File: src/rtl/myadder1_example_pkg.sv
// Shared types and constants for the vadd stream checker: FSM states, lane width and LFSR setup.
package myadder1_example_pkg;

  localparam int LANE_W = 32;

  typedef enum logic [1:0] {IDLE, CHECK, FLUSH, DONE} state_t;

  // Galois form of x^16+x^14+x^13+x^11, shifting right.
  localparam logic [15:0] LFSR_SEED = 16'hACE1;
  localparam logic [15:0] LFSR_TAPS = 16'hB400;

  function automatic int lanes(input int w);
    return w / LANE_W;
  endfunction

endpackage

File: src/rtl/myadder1_example_lfsr16.sv
// 16-bit LFSR used to pseudo-randomly throttle tready; holds its seed when disabled.
module myadder1_example_lfsr16
  import myadder1_example_pkg::*;
(
  input  logic clk,
  input  logic rst,
  input  logic i_en,
  output logic o_bit
);

  logic [15:0] r_lfsr;

  always_ff @(posedge clk) begin
    if (rst) begin
      r_lfsr <= LFSR_SEED;
    end else if (i_en) begin
      r_lfsr <= {1'b0, r_lfsr[15:1]} ^ (r_lfsr[0] ? LFSR_TAPS : 16'h0000);
    end
  end

  assign o_bit = r_lfsr[0];

endmodule

File: config.mk
export PLATFORM = sky130hd
export DESIGN_NAME = myadder1_example_lfsr16
export DESIGN_NICKNAME = d
export VERILOG_FILES = /design/src/rtl/myadder1_example_pkg.sv /design/src/rtl/myadder1_example_lfsr16.sv
export SDC_FILE = /design/constraint.sdc
export NUM_CORES = 1
export LEC_CHECK = 0
export ABC_AREA = 1
export ABC_CLOCK_PERIOD_IN_PS = 850
export BUFFER_PORTS_ARGS = -buffer_cell sky130_fd_sc_hd__buf_2
export CORE_MARGIN = 4
export CORE_UTILIZATION = 43
export DETAILED_ROUTE_END_ITERATION = 6
export PLACE_DENSITY = 0.61
export SKIP_CTS_REPAIR_TIMING = 1
export SLEW_MARGIN = 25
export SYNTH_ARGS = -nofsm -noshare
export SYNTH_HDL_FRONTEND = slang
export SYNTH_SLANG_ARGS = --single-unit
File: constraint.sdc
create_clock -name clk -period 0.85 [get_ports clk]
set_clock_uncertainty 0.05 [all_clocks]
set_input_delay 0.1275 -clock clk [delete_from_list [all_inputs] [get_ports clk]]
set_output_delay 0.1275 -clock clk [all_outputs]
set_load 0.05 [all_outputs]
=== Word level (Yosys, flattened, before mapping) ===
Cells that the tools add are included.
W data, S select, Z words.

* Mux-type cells: 1
* Bitwise gates (word level): 1

{| class="wikitable"
|+ Operators with widths
! kind !! count
|-
| $mux W16 || 1
|-
| $xor A15 B16 Y16 || 1
|}

* Register bits after elaboration: 16
* Bits of input ports: 3
* Output and inout bits: 1
* Word-level logic and storage cells: 3

=== Depth between registers and ports, before layout ===
Gate-level depths: netlist of the first run.

* Word-level depth: 2
* Depth in mapped cells: 5
* Mapped depth without buffers: 5

=== Worst setup path before layout of the first run ===
Ideal clock, no wire load.

* Kind: register to register
* From: reg r_lfsr[0]
* To: reg r_lfsr[12]
* Library setup time: 0.109 ns
* Arrival: 1.066 ns
* Required time: 0.691 ns
* Path slack: -0.375 ns
* Stages on the path, launching flop included: 6
* Buffers on the path: 0
* Period minus slack after synthesis: 1.225 ns
* Cell sequence: dfxtp_1 -> inv_1 -> nand2_1 -> nand3_1 -> nand2_1 -> inv_1

* Word-level cells in the longest chain between the ends: 2

{| class="wikitable"
|+ RTL lines
! element !! RTL line !! source
|-
| start: declaration || myadder1_example_lfsr16.sv:11 || <nowiki>logic [15:0] r_lfsr;</nowiki>
|-
| start signal: assignment || myadder1_example_lfsr16.sv:17 || <nowiki>r_lfsr <= {1'b0, r_lfsr[15:1]} ^ (r_lfsr[0] ? LFSR_TAPS : 16'h0000);</nowiki>
|-
| $mux W16 || myadder1_example_lfsr16.sv:17 ||
|-
| $xor A15 B16 Y16 || myadder1_example_lfsr16.sv:17 ||
|}

No other way between the ends.
A chain may end at the register's enable or synchronous reset.

=== Worst setup path after layout of the first run ===
* From: reg r_lfsr[0]
* To: out o_bit

{| class="wikitable"
|+ RTL lines
! element !! RTL line !! source
|-
| end: declaration || myadder1_example_lfsr16.sv:8 || <nowiki>output logic o_bit</nowiki>
|}

No word-level cell between the ends.

==> summary.md, run 1 <==
| Metric | Value |
|---|---|
| Biggest regs | r_lfsr (16) |
| Die height | roughly 47 um |
| Hold WC Path Type | in -> reg |
| TritonCTS Buffers | 3 |
| GRT overflow | 0 |
| #FFs+latches synth | 16 |
| Area share of the largest cell type after synthesis | 0.499 |
| CP Capture Type | primary output |
| Total track usage | 0.123 |
| Routability cong. | between 0.6 and 0.7 |
| Post-layout minimum cycle time | ~0.96 ns |
| First-pass GRT wire length | about 1800 um |
| Least-Margin Pin Slew | between 0.2 and 0.25 ns |
| Mapped cell area | between 600 and 700 um2 |
| Top reg by flops | r_lfsr |
| Ratio of cells with drive above 1 in the final layout | 0.213 |
| Worst Hold End | r_lfsr[13] |
| Hold Path Stages | 4 |
| Reg2Reg Setup Slack | -0.05 ns |
| H-tree Lvls | 1 |
| Top FF cell, synth | dfxtp_1 |
| Synth area leaders | dfxtp_1 50%, nand2_1 11%, nor2_1 8.2%, buf_6 5.3%, o21ai_0 4.7% |
| Worst endpoint required time | 0.67 ns |
| Slew margin rel. | 0.838 |
| Number of antenna violations at the first check in global routing | 0 |
| Vias/cell | between 4 and 5 |
| Initial DRC count | 6 |
| Vias in the first global route | approximately 450 |
| Total number of yosys warnings | 0 |
| Post-route cell area | roughly 740 um2 |
| Clock Power Share | 0.320 |
| Hpwl dp | about 670 um |
| Synthesized area per cell | 8.02 um2 |
| Hold_sp | rst |
| Row Count | 13 |
| DR vias | 470 |
| Clock transition at path regs | around 0.09 ns |
| Most common cell in the netlist | nand2_1 |
| CP max stage cell | dfxtp_4 |
| Final setup margin | -0.110 ns |
| Die area | roughly 2200 um2 |
| Overall power | 1.53 mW |
| Core footprint | 1350 um2 |
| Maxcap violations | 0 |
| P_int | 1.16 mW |
| Largest net degree at the start of global routing | 16 |
| Area post-placement | approximately 690 um2 |
| Status | finished with violations |
| CTS tree | yes |
| Drt wl/cell | between 9 and 10 um |
| Clock buffer depth | 2 |
| IR drop worst, VDD | roughly 1.4 mV |
| Placed Cells | 99 |
| Post-synth top area cell | dfxtp_1 |
| P&R area growth vs syn | 16.0% |
| Largest fanout on the critical path | 2 |
| Initial Util | 0.475 |
| Sequential share of power | 0.545 |
| Switch Pwr | ~0.37 mW |
| Post-synthesis sequential area ratio | 0.499 |
| Leakage | between 0.3 and 0.4 nW |
| Final ANT Viol Nets | 0 |
| Total Routed Length | 974 um |
| R2R depth | 6 |
| Crit path launch type | flop |
| Hold Fails Final Rpt | 0 |
| Clock latency at the later pin of the worst-skew pair | 0.28 ns |
| Post-route non-filler standard cell count | around 100 |
| Critical Path AT | a little under 0.8 ns |
| Power per cell area | slightly above 2000 nW/um2 |
| RSZ-0062 raised after global routing | yes |
| CP max stage delay | ~0.36 ns |
| Crit path cell chain | buf_8 |
| Post-Syn Nets | 83 |
| Cell variety after synth | 14 |
| Logic pwr share | 0.134 |
| Antenna cells | 0 |
| TritonRoute pass-1 iters | 4 |
| CP delay by family, top | flip-flops |
| Switching Share | 0.243 |
| Top cells by count, synth | 19 x nand2_1, 16 x dfxtp_1, 14 x nor2_1, 6 x inv_1, 6 x o21ai_0 |
| CTS Root Cell | clkbuf_4 |
| Period utilization | 1.13 |
| Worst r2r dst | r_lfsr[12] |
| Failing checks | negative setup slack |
| Die Wd | ~47 um |
| FMAX | roughly 1.0 GHz |
| Port bufs | 3 |
| Synthesized instance count | 80 |
| Share of synthesized flip-flops with an asynchronous set or reset | 0 |
| Setup violations, final | 4 |
| Final nets | between 90 and 100 |
| Max Transition Viols Final | 0 |
| FF-to-FF Start | r_lfsr[0] |
| Largest register FFs | 16 |
| Setup Total Neg Slack | -0.200 ns |
| Crit path buf inv count | 1 |
| CTS sink count | 16 |
| # DRC | 0 |
| Worst hold slack | around 0.11 ns |
| Post-synth EDFFs | 0 |
| I/O pin total | 4 |
| Setup CP Type | reg -> out |
-- per-layer routing --
| layer | share of wire | vias to the layer above | track usage |
|---|---|---|---|
| li1 | - | 268 | - |
| met1 | 0.55 | 193 | 0.161 |
| met2 | 0.39 | 7 | 0.170 |
| met3 | 0.050 | 2 | 0.0586 |
| met4 | 0.010 | 0 | 0.0497 |
| met5 | 0 | - | 0 |
-- power groups by stage --
stage / clock network, mW / registers (mW) / logic, mW
floorplan: 0 / 0.863 / 0.140
global placement: 0 / 0.855 / 0.188
detailed placement: 0 / 0.856 / 0.191
CTS: 0.517 / 0.839 / 0.190
global route: 0.563 / 0.842 / 0.237
finish: 0.491 / 0.836 / 0.205
-- worst min-delay path, stage by stage --
cell     delay, ns
buf_2         0.08
buf_4         0.12
a21oi_1       0.04
nand2_1       0.05
-- cell usage in the layout (no fill, tap or decap), types with 2 or more instances in the layout --
cell type / netlist / final
buf_2: 0 / 2
o21ai_0: 6 / 6
nor2_1: 14 / 14
nand2_1: 19 / 19
inv_1: 6 / 5
clkbuf_4: 0 / 3
buf_4: 0 / 4
o21ai_1: 2 / 2
buf_12: 1 / 2
a21oi_1: 5 / 5
dfxtp_1: 16 / 15
nand3_1: 4 / 4
-- area by class of cell --
cell class                 instances  area [um2]
sequential                        16         324
timing repair buffer               9        95.1
clock buffer                       4        36.3
multi-input combinational         53         236
fill                             131         606
inverter                           7        33.8
tap                               15        18.8
-- worst max-delay path by stage --
stage,cells past startpoint,slack [ns],to,startpoint
2_1_floorplan,5,0.006,r_lfsr[12],r_lfsr[0]
3_3_place_gp,4,0.02,r_lfsr[14],i_en
3_5_place_dp,4,0.003,r_lfsr[14],i_en
4_1_cts,1,-0.28,o_bit,r_lfsr[0]
5_1_grt,1,-0.16,o_bit,r_lfsr[0]
6_report,1,-0.11,o_bit,r_lfsr[0]
-- cells by family (layout without fill, tap and decap cells) --
logic type,count (synthesis),in the layout,synth area share
AND/OR/NAND/NOR,38,38,0.234
AO/OA/AOI/OAI,15,15,0.134
buffers and inverters,11,20,0.133
flip-flops,16,16,0.499
-- metrics by stage --
stage               utilization  worst slack, ns
finish                    0.551           -0.110
global route              0.551           -0.157
CTS                       0.538           -0.280
detailed placement        0.512          0.00254
global placement          0.512           0.0201
floorplan                     -          0.00619
Power figures use the tool's default switching activity.
==> run 2: changes to the inputs <==
- ABC_CLOCK_PERIOD_IN_PS: 850 -> 800
- CTS_CLUSTER_DIAMETER: not set -> 50
- PLACE_DENSITY: 0.61 -> 0.63
- clock period: 0.85 -> 0.8 ns (I/O delays scaled with it)
==> run 2 against run 1 <==
Effect of this change:
- the flow still finishes with violations (negative setup slack)
- first-iteration DRC count fell by 33%
- die area stayed put
- cell area decreased by 3.7%
- critical path depth stayed put
- clock power shrank 11%
- total power is 0.20% higher
- routed wire length is 3.5% higher
- worst hold slack got worse by 0.0049 ns
- sequential cell count unchanged
- global-route usage fell by 0.53 points
- final cell count grew 0.96%
- register-to-register slack lost 0.04 ns
==> summary.md, run 2 (same netlist as run 1, synthesis figures left out) <==
| Metric | Value |
|---|---|
| Reg2Reg Setup Slack | -0.09 ns (was -0.05 ns) |
| Crit path cell chain | buf_8 (unchanged) |
| Crit path buf inv count | 1 (unchanged) |
| Total Routed Length | 1010 um (was 974 um) |
| Most common cell after layout, fill and taps aside | nand2_1 (unchanged) |
| CP Capture Type | primary output (unchanged) |
| CP max stage delay | 0.37 ns (was 0.36 ns) |
| Critical Path AT | 0.80 ns (was 0.78 ns) |
| P&R area growth vs syn | 11.7% (was 16.0%) |
| Initial Util | 0.475 (unchanged) |
| Vias/cell | 4.68 (was 4.52) |
| Post-layout minimum cycle time | ~0.97 ns |
| Core footprint | 1350 um2 (unchanged) |
| Port bufs | 3 (unchanged) |
| Max Transition Viols Final | 0 (unchanged) |
| Final nets | 94 (was 93) |
| FMAX | 1.03 GHz |
| Leakage | 0.350 nW (was 0.361 nW) |
| CTS tree | yes (unchanged) |
| Slew margin rel. | 0.778 (was 0.838) |
| Power per cell area | 2140 nW/um2 (was 2060 nW/um2) |
| I/O pin total | 4 (unchanged) |
| Largest register FFs | 16 (unchanged) |
| Switching Share | 0.257 (was 0.243) |
| Maxcap violations | 0 (unchanged) |
| Antenna cells | 0 (unchanged) |
| Period utilization | 1.21 |
| # DRC | 0 (unchanged) |
| DR vias | 491 (was 470) |
| Row Count | 13 (unchanged) |
| Setup violations, final | 5 (was 4) |
| Logic pwr share | 0.135 (was 0.134) |
| Pre-CTS setup slack | -0.0608 ns (was 0.00254 ns) |
| Number of antenna violations at the first check in global routing | 0 (unchanged) |
| First-pass GRT wire length | 1760 um (was 1840 um) |
| Total track usage | 0.117 (was 0.123) |
| H-tree Lvls | 1 (unchanged) |
| R2R depth | 6 (unchanged) |
| Hold WC Path Type | in -> reg (unchanged) |
| CTS Root Cell | clkbuf_4 (unchanged) |
| Clock buffer depth | 2 (unchanged) |
| Die height | 46.6 um (unchanged) |
| Cell depth of the worst setup path | 1 (unchanged) |
| CP max stage cell | dfxtp_4 (unchanged) |
| TritonRoute pass-1 iters | 4 (unchanged) |
| Crit path launch type | flop (unchanged) |
| Worst hold slack | 0.108 ns (was 0.113 ns) |
| Final ANT Viol Nets | 0 (unchanged) |
| Worst r2r dst | r_lfsr[12] (unchanged) |
| Hold Fails Final Rpt | 0 (unchanged) |
| Switch Pwr | 0.395 mW (was 0.372 mW) |
| Filler instances | 125 (was 131) |
| GRT overflow | 0 (unchanged) |
| Drt wl/cell | 9.60 um (was 9.37 um) |
| Failing checks | negative setup slack (unchanged) |
| Worst endpoint required time | 0.63 ns (was 0.67 ns) |
| Routability cong. | 0.662 (was 0.682) |
| Clock latency at the later pin of the worst-skew pair | 0.28 ns (about the same) |
| Biggest regs | r_lfsr (16) (unchanged) |
| Least-Margin Pin Slew | 0.332 ns (was 0.244 ns) |
| Hold Path Stages | 4 (unchanged) |
| Setup CP Type | reg -> out (unchanged) |
| Die Wd | 46.6 um (unchanged) |
| Vias in the first global route | 416 (was 451) |
| CP delay by family, top | flip-flops (unchanged) |
| Hold_sp | rst (unchanged) |
| Hpwl dp | 685 um (was 671 um) |
| RSZ-0062 raised after global routing | yes (unchanged) |
| P_int | 1.14 mW (was 1.16 mW) |
| Sequential share of power | 0.579 (was 0.545) |
| Worst Hold End | r_lfsr[13] (unchanged) |
| Leading cell types in the layout, fill and taps excluded | 19 x nand2_1, 15 x dfxtp_1, 14 x nor2_1 (unchanged) |
| Largest net degree at the start of global routing | 16 (unchanged) |
| IR drop worst, VDD | 0.695 mV (was 1.45 mV) |
| Top reg by flops | r_lfsr (unchanged) |
| TritonCTS Buffers | 3 (unchanged) |
| Largest fanout on the critical path | 3 (was 2) |
| Clock Power Share | 0.285 (was 0.320) |
| Die area | 2170 um2 (unchanged) |
| Final setup margin | -0.170 ns (was -0.110 ns) |
| Ratio of cells with drive above 1 in the final layout | 0.211 (was 0.213) |
| FF-to-FF Start | r_lfsr[0] (unchanged) |
| Status | finished with violations (unchanged) |
| Initial DRC count | 4 (was 6) |
| CTS sink count | 16 (unchanged) |
| Clock transition at path regs | 0.10 ns (was 0.09 ns) |
==> run 2: cell types whose count changed in the layout (fill, tap and decap cells not counted) <==
cell      change
buf_12        -2
clkbuf_1      +1
buf_4         +3
clkbuf_8      -1
==> run 2: power groups by stage <==
stage	combinational (mW)	sequential (mW)	clock (mW)
floorplan	0.149	0.917	0
global placement	0.184	0.909	0
detailed placement	0.187	0.910	0
CTS	0.187	0.892	0.449
global route	0.237	0.896	0.496
finish	0.208	0.890	0.438
==> run 2: worst max path at each step <==
stage / startpoint / to / slack, ns
final: r_lfsr[0] / o_bit / -0.17
after global routing: r_lfsr[0] / o_bit / -0.20
after CTS: r_lfsr[0] / o_bit / -0.32
after detailed placement: rst / r_lfsr[9] / -0.06
after global placement: i_en / r_lfsr[8] / -0.05
after floorplan: r_lfsr[0] / r_lfsr[12] / -0.04
==> run 2: area by class of cell <==
class / count / area (um2) / area share
sequential: 16 / 324 / 0.452
multi-input combinational: 53 / 236 / 0.330
tap: 15 / 18.8 / 0.0262
inverter: 7 / 33.8 / 0.0471
clock buffer: 4 / 26.3 / 0.0366
timing repair buffer: 10 / 77.6 / 0.108
==> run 2: per-layer routing <==
layer	track usage	share of wire
met5	0	0
met4	0.0663	0
met3	0.0352	0.029
met2	0.146	0.43
met1	0.173	0.54
==> run 2: worst min-delay path: stages <==
cell	delay, ns
buf_2	0.08
buf_4	0.12
a21oi_1	0.04
nand2_1	0.05
==> run 2: per-stage QoR <==
stage	setup TNS [ns]	util	power (mW)	cells	cell area, um2
final	-0.416	0.531	1.54	105	717
after global routing	-0.638	0.531	1.63	105	717
after CTS	-0.322	0.513	1.53	103	692
after detailed placement	-0.288	0.493	1.10	99	666
after global placement	-0.204	0.493	1.09	99	666
after floorplan	-0.116	-	1.07	80	648
==> run 3: changes to the inputs <==
- TNS_END_PERCENT: not set -> 1
==> run 3 against run 2 <==
Effect of this change:
- the flow still finishes with violations (negative setup slack)
- die area stayed put
- cell area stayed put
- sequential cell count stayed put
- global-route usage is 0.48 points lower
- largest power group unchanged
==> summary.md, run 3 (same netlist as run 1, synthesis figures left out) <==
| Metric | Value |
|---|---|
| Leakage | 0.350 nW (unchanged) |
| Period utilization | 1.22 (was 1.21) |
| Hpwl dp | 683 um (was 685 um) |
| Cell depth of the worst setup path | 1 (unchanged) |
| CP Capture Type | primary output (unchanged) |
| TritonRoute pass-1 iters | 4 (unchanged) |
| Initial DRC count | 15 (was 4) |
| CTS sink count | 16 (unchanged) |
| Crit path buf inv count | 1 (unchanged) |
| CTS tree | yes (unchanged) |
| R2R depth | 6 (unchanged) |
| CTS Root Cell | clkbuf_4 (unchanged) |
| Worst endpoint required time | 0.63 ns (about the same) |
| Ratio of cells with drive above 1 in the final layout | 0.211 (unchanged) |
| Vias/cell | 4.71 (was 4.68) |
| Row Count | 13 (unchanged) |
| First-pass GRT wire length | 1660 um (was 1760 um) |
| Final setup margin | -0.175 ns (was -0.170 ns) |
| DR vias | 495 (was 491) |
| Top layer in use | met4 (was met3) |
| CP delay by family, top | flip-flops (unchanged) |
| Total Routed Length | 1000 um (was 1010 um) |
| Post-route non-filler standard cell count | 105 (unchanged) |
| H-tree Lvls | 1 (unchanged) |
| Final ANT Viol Nets | 0 (unchanged) |
| Leading cell types in the layout, fill and taps excluded | 19 x nand2_1, 15 x dfxtp_1, 14 x nor2_1 (unchanged) |
| IR drop worst, VDD | 1.17 mV (was 0.695 mV) |
| Port bufs | 3 (unchanged) |
| Die area | 2170 um2 (unchanged) |
| Placed Cells | 99 (unchanged) |
| Clock buffer depth | 2 (unchanged) |
| Met3 wire length | 44 um (was 29 um) |
| Status | finished with violations (unchanged) |
| Post-layout minimum cycle time | 0.975 ns (was 0.970 ns) |
| Largest fanout on the critical path | 3 (unchanged) |
| Clock latency at the later pin of the worst-skew pair | 0.29 ns (was 0.28 ns) |
| # DRC | 0 (unchanged) |
| Vias in the first global route | 399 (was 416) |
| Worst r2r dst | r_lfsr[12] (unchanged) |
| Reg2Reg Setup Slack | -0.08 ns (was -0.09 ns) |
| Crit path launch type | flop (unchanged) |
| CP max stage delay | 0.37 ns (about the same) |
| Final Util | 0.531 (unchanged) |
| Initial Util | 0.475 (unchanged) |
| Setup CP Type | reg -> out (unchanged) |
| Hold WC Path Type | in -> reg (unchanged) |
| Hold_sp | rst (unchanged) |
| Least-Margin Pin Slew | 0.313 ns (was 0.332 ns) |
| Die Wd | 46.6 um (unchanged) |
| Hold Fails Final Rpt | 0 (unchanged) |
| Filler instances | 131 (was 125) |
| I/O pin total | 4 (unchanged) |
| Worst hold slack | 0.0993 ns (was 0.108 ns) |
| Routability cong. | 0.662 (about the same) |
| FF-to-FF Start | r_lfsr[0] (unchanged) |
| Biggest regs | r_lfsr (16) (unchanged) |
| RSZ-0062 raised after global routing | yes (unchanged) |
| Hold Path Stages | 4 (unchanged) |
| Met2 wire len | 410 um (was 437 um) |
| CP max stage cell | dfxtp_4 (unchanged) |
| Failing checks | negative setup slack (unchanged) |
| Setup violations, final | 5 (unchanged) |
| Most common cell after layout, fill and taps aside | nand2_1 (unchanged) |
| Largest register FFs | 16 (unchanged) |
| TritonCTS Buffers | 3 (unchanged) |
| Die height | 46.6 um (unchanged) |
| Number of antenna violations at the first check in global routing | 0 (unchanged) |
| GRT overflow | 0 (unchanged) |
| Antenna cells | 0 (unchanged) |
| Maxcap violations | 0 (unchanged) |
| P&R area growth vs syn | 11.7% (unchanged) |
| Drt wl/cell | 9.52 um (was 9.60 um) |
| CP Launch Point | r_lfsr[0] (unchanged) |
| Worst Hold End | r_lfsr[13] (unchanged) |
| Max Transition Viols Final | 0 (unchanged) |
| Total track usage | 0.112 (was 0.117) |
| Clock transition at path regs | 0.09 ns (was 0.10 ns) |
| Metal-1 WL | 520 um (was 541 um) |
| Crit path cell chain | buf_8 (unchanged) |
| Largest net degree at the start of global routing | 16 (unchanged) |
| Top reg by flops | r_lfsr (unchanged) |
| Critical Path AT | 0.81 ns (was 0.80 ns) |
| Core footprint | 1350 um2 (unchanged) |
| Power per cell area | 2150 nW/um2 (was 2140 nW/um2) |
| FMAX | 1.03 GHz (about the same) |
| Final nets | 94 (unchanged) |
| Slew margin rel. | 0.791 (was 0.778) |
## run 3: cell counts in the layout (fill, tap and decap cells not counted)
Identical to the previous run, type by type.
## run 3: area by class of cell
cell class,instances,area [um2],area share
Tap cell,15,18.8,0.0262
Timing Repair Buffer,10,77.6,0.108
Inverter,7,33.8,0.0471
Sequential cell,16,324,0.452
Multi-Input combinational cell,53,236,0.330
Clock buffer,4,26.3,0.0366
## run 3: worst max path at each step
stage	end
3_5_place_dp	r_lfsr[9]
6_report	o_bit
4_1_cts	o_bit
3_3_place_gp	r_lfsr[8]
2_1_floorplan	r_lfsr[12]
5_1_grt	o_bit
## run 3: metrics by stage
| step | instance area [um2] | TNS, ns | total power [mW] | worst slack (ns) |
|---|---|---|---|---|
| global placement | 666 | -0.204 | 1.09 | -0.0465 |
| detailed placement | 666 | -0.284 | 1.10 | -0.0542 |
| CTS | 692 | -0.330 | 1.54 | -0.330 |
| finish | 717 | -0.408 | 1.54 | -0.175 |
| floorplan | 648 | -0.116 | 1.07 | -0.0438 |
| global route | 717 | -0.621 | 1.63 | -0.201 |
## run 3: routing by layer
metal  track usage  vias up
met5             0        -
met4        0.0829        0
met3        0.0352        3
met2         0.148       10
met1         0.150      210
li1              -      272
## run 3: report_power, final
| part | switching [mW] | internal (mW) | total (mW) |
|---|---|---|---|
| Combinational | 0.117 | 0.0906 | 0.208 |
| Clock | 0.252 | 0.194 | 0.446 |
| Sequential | 0.0329 | 0.856 | 0.889 |
| Total | 0.403 | 1.14 | 1.54 |
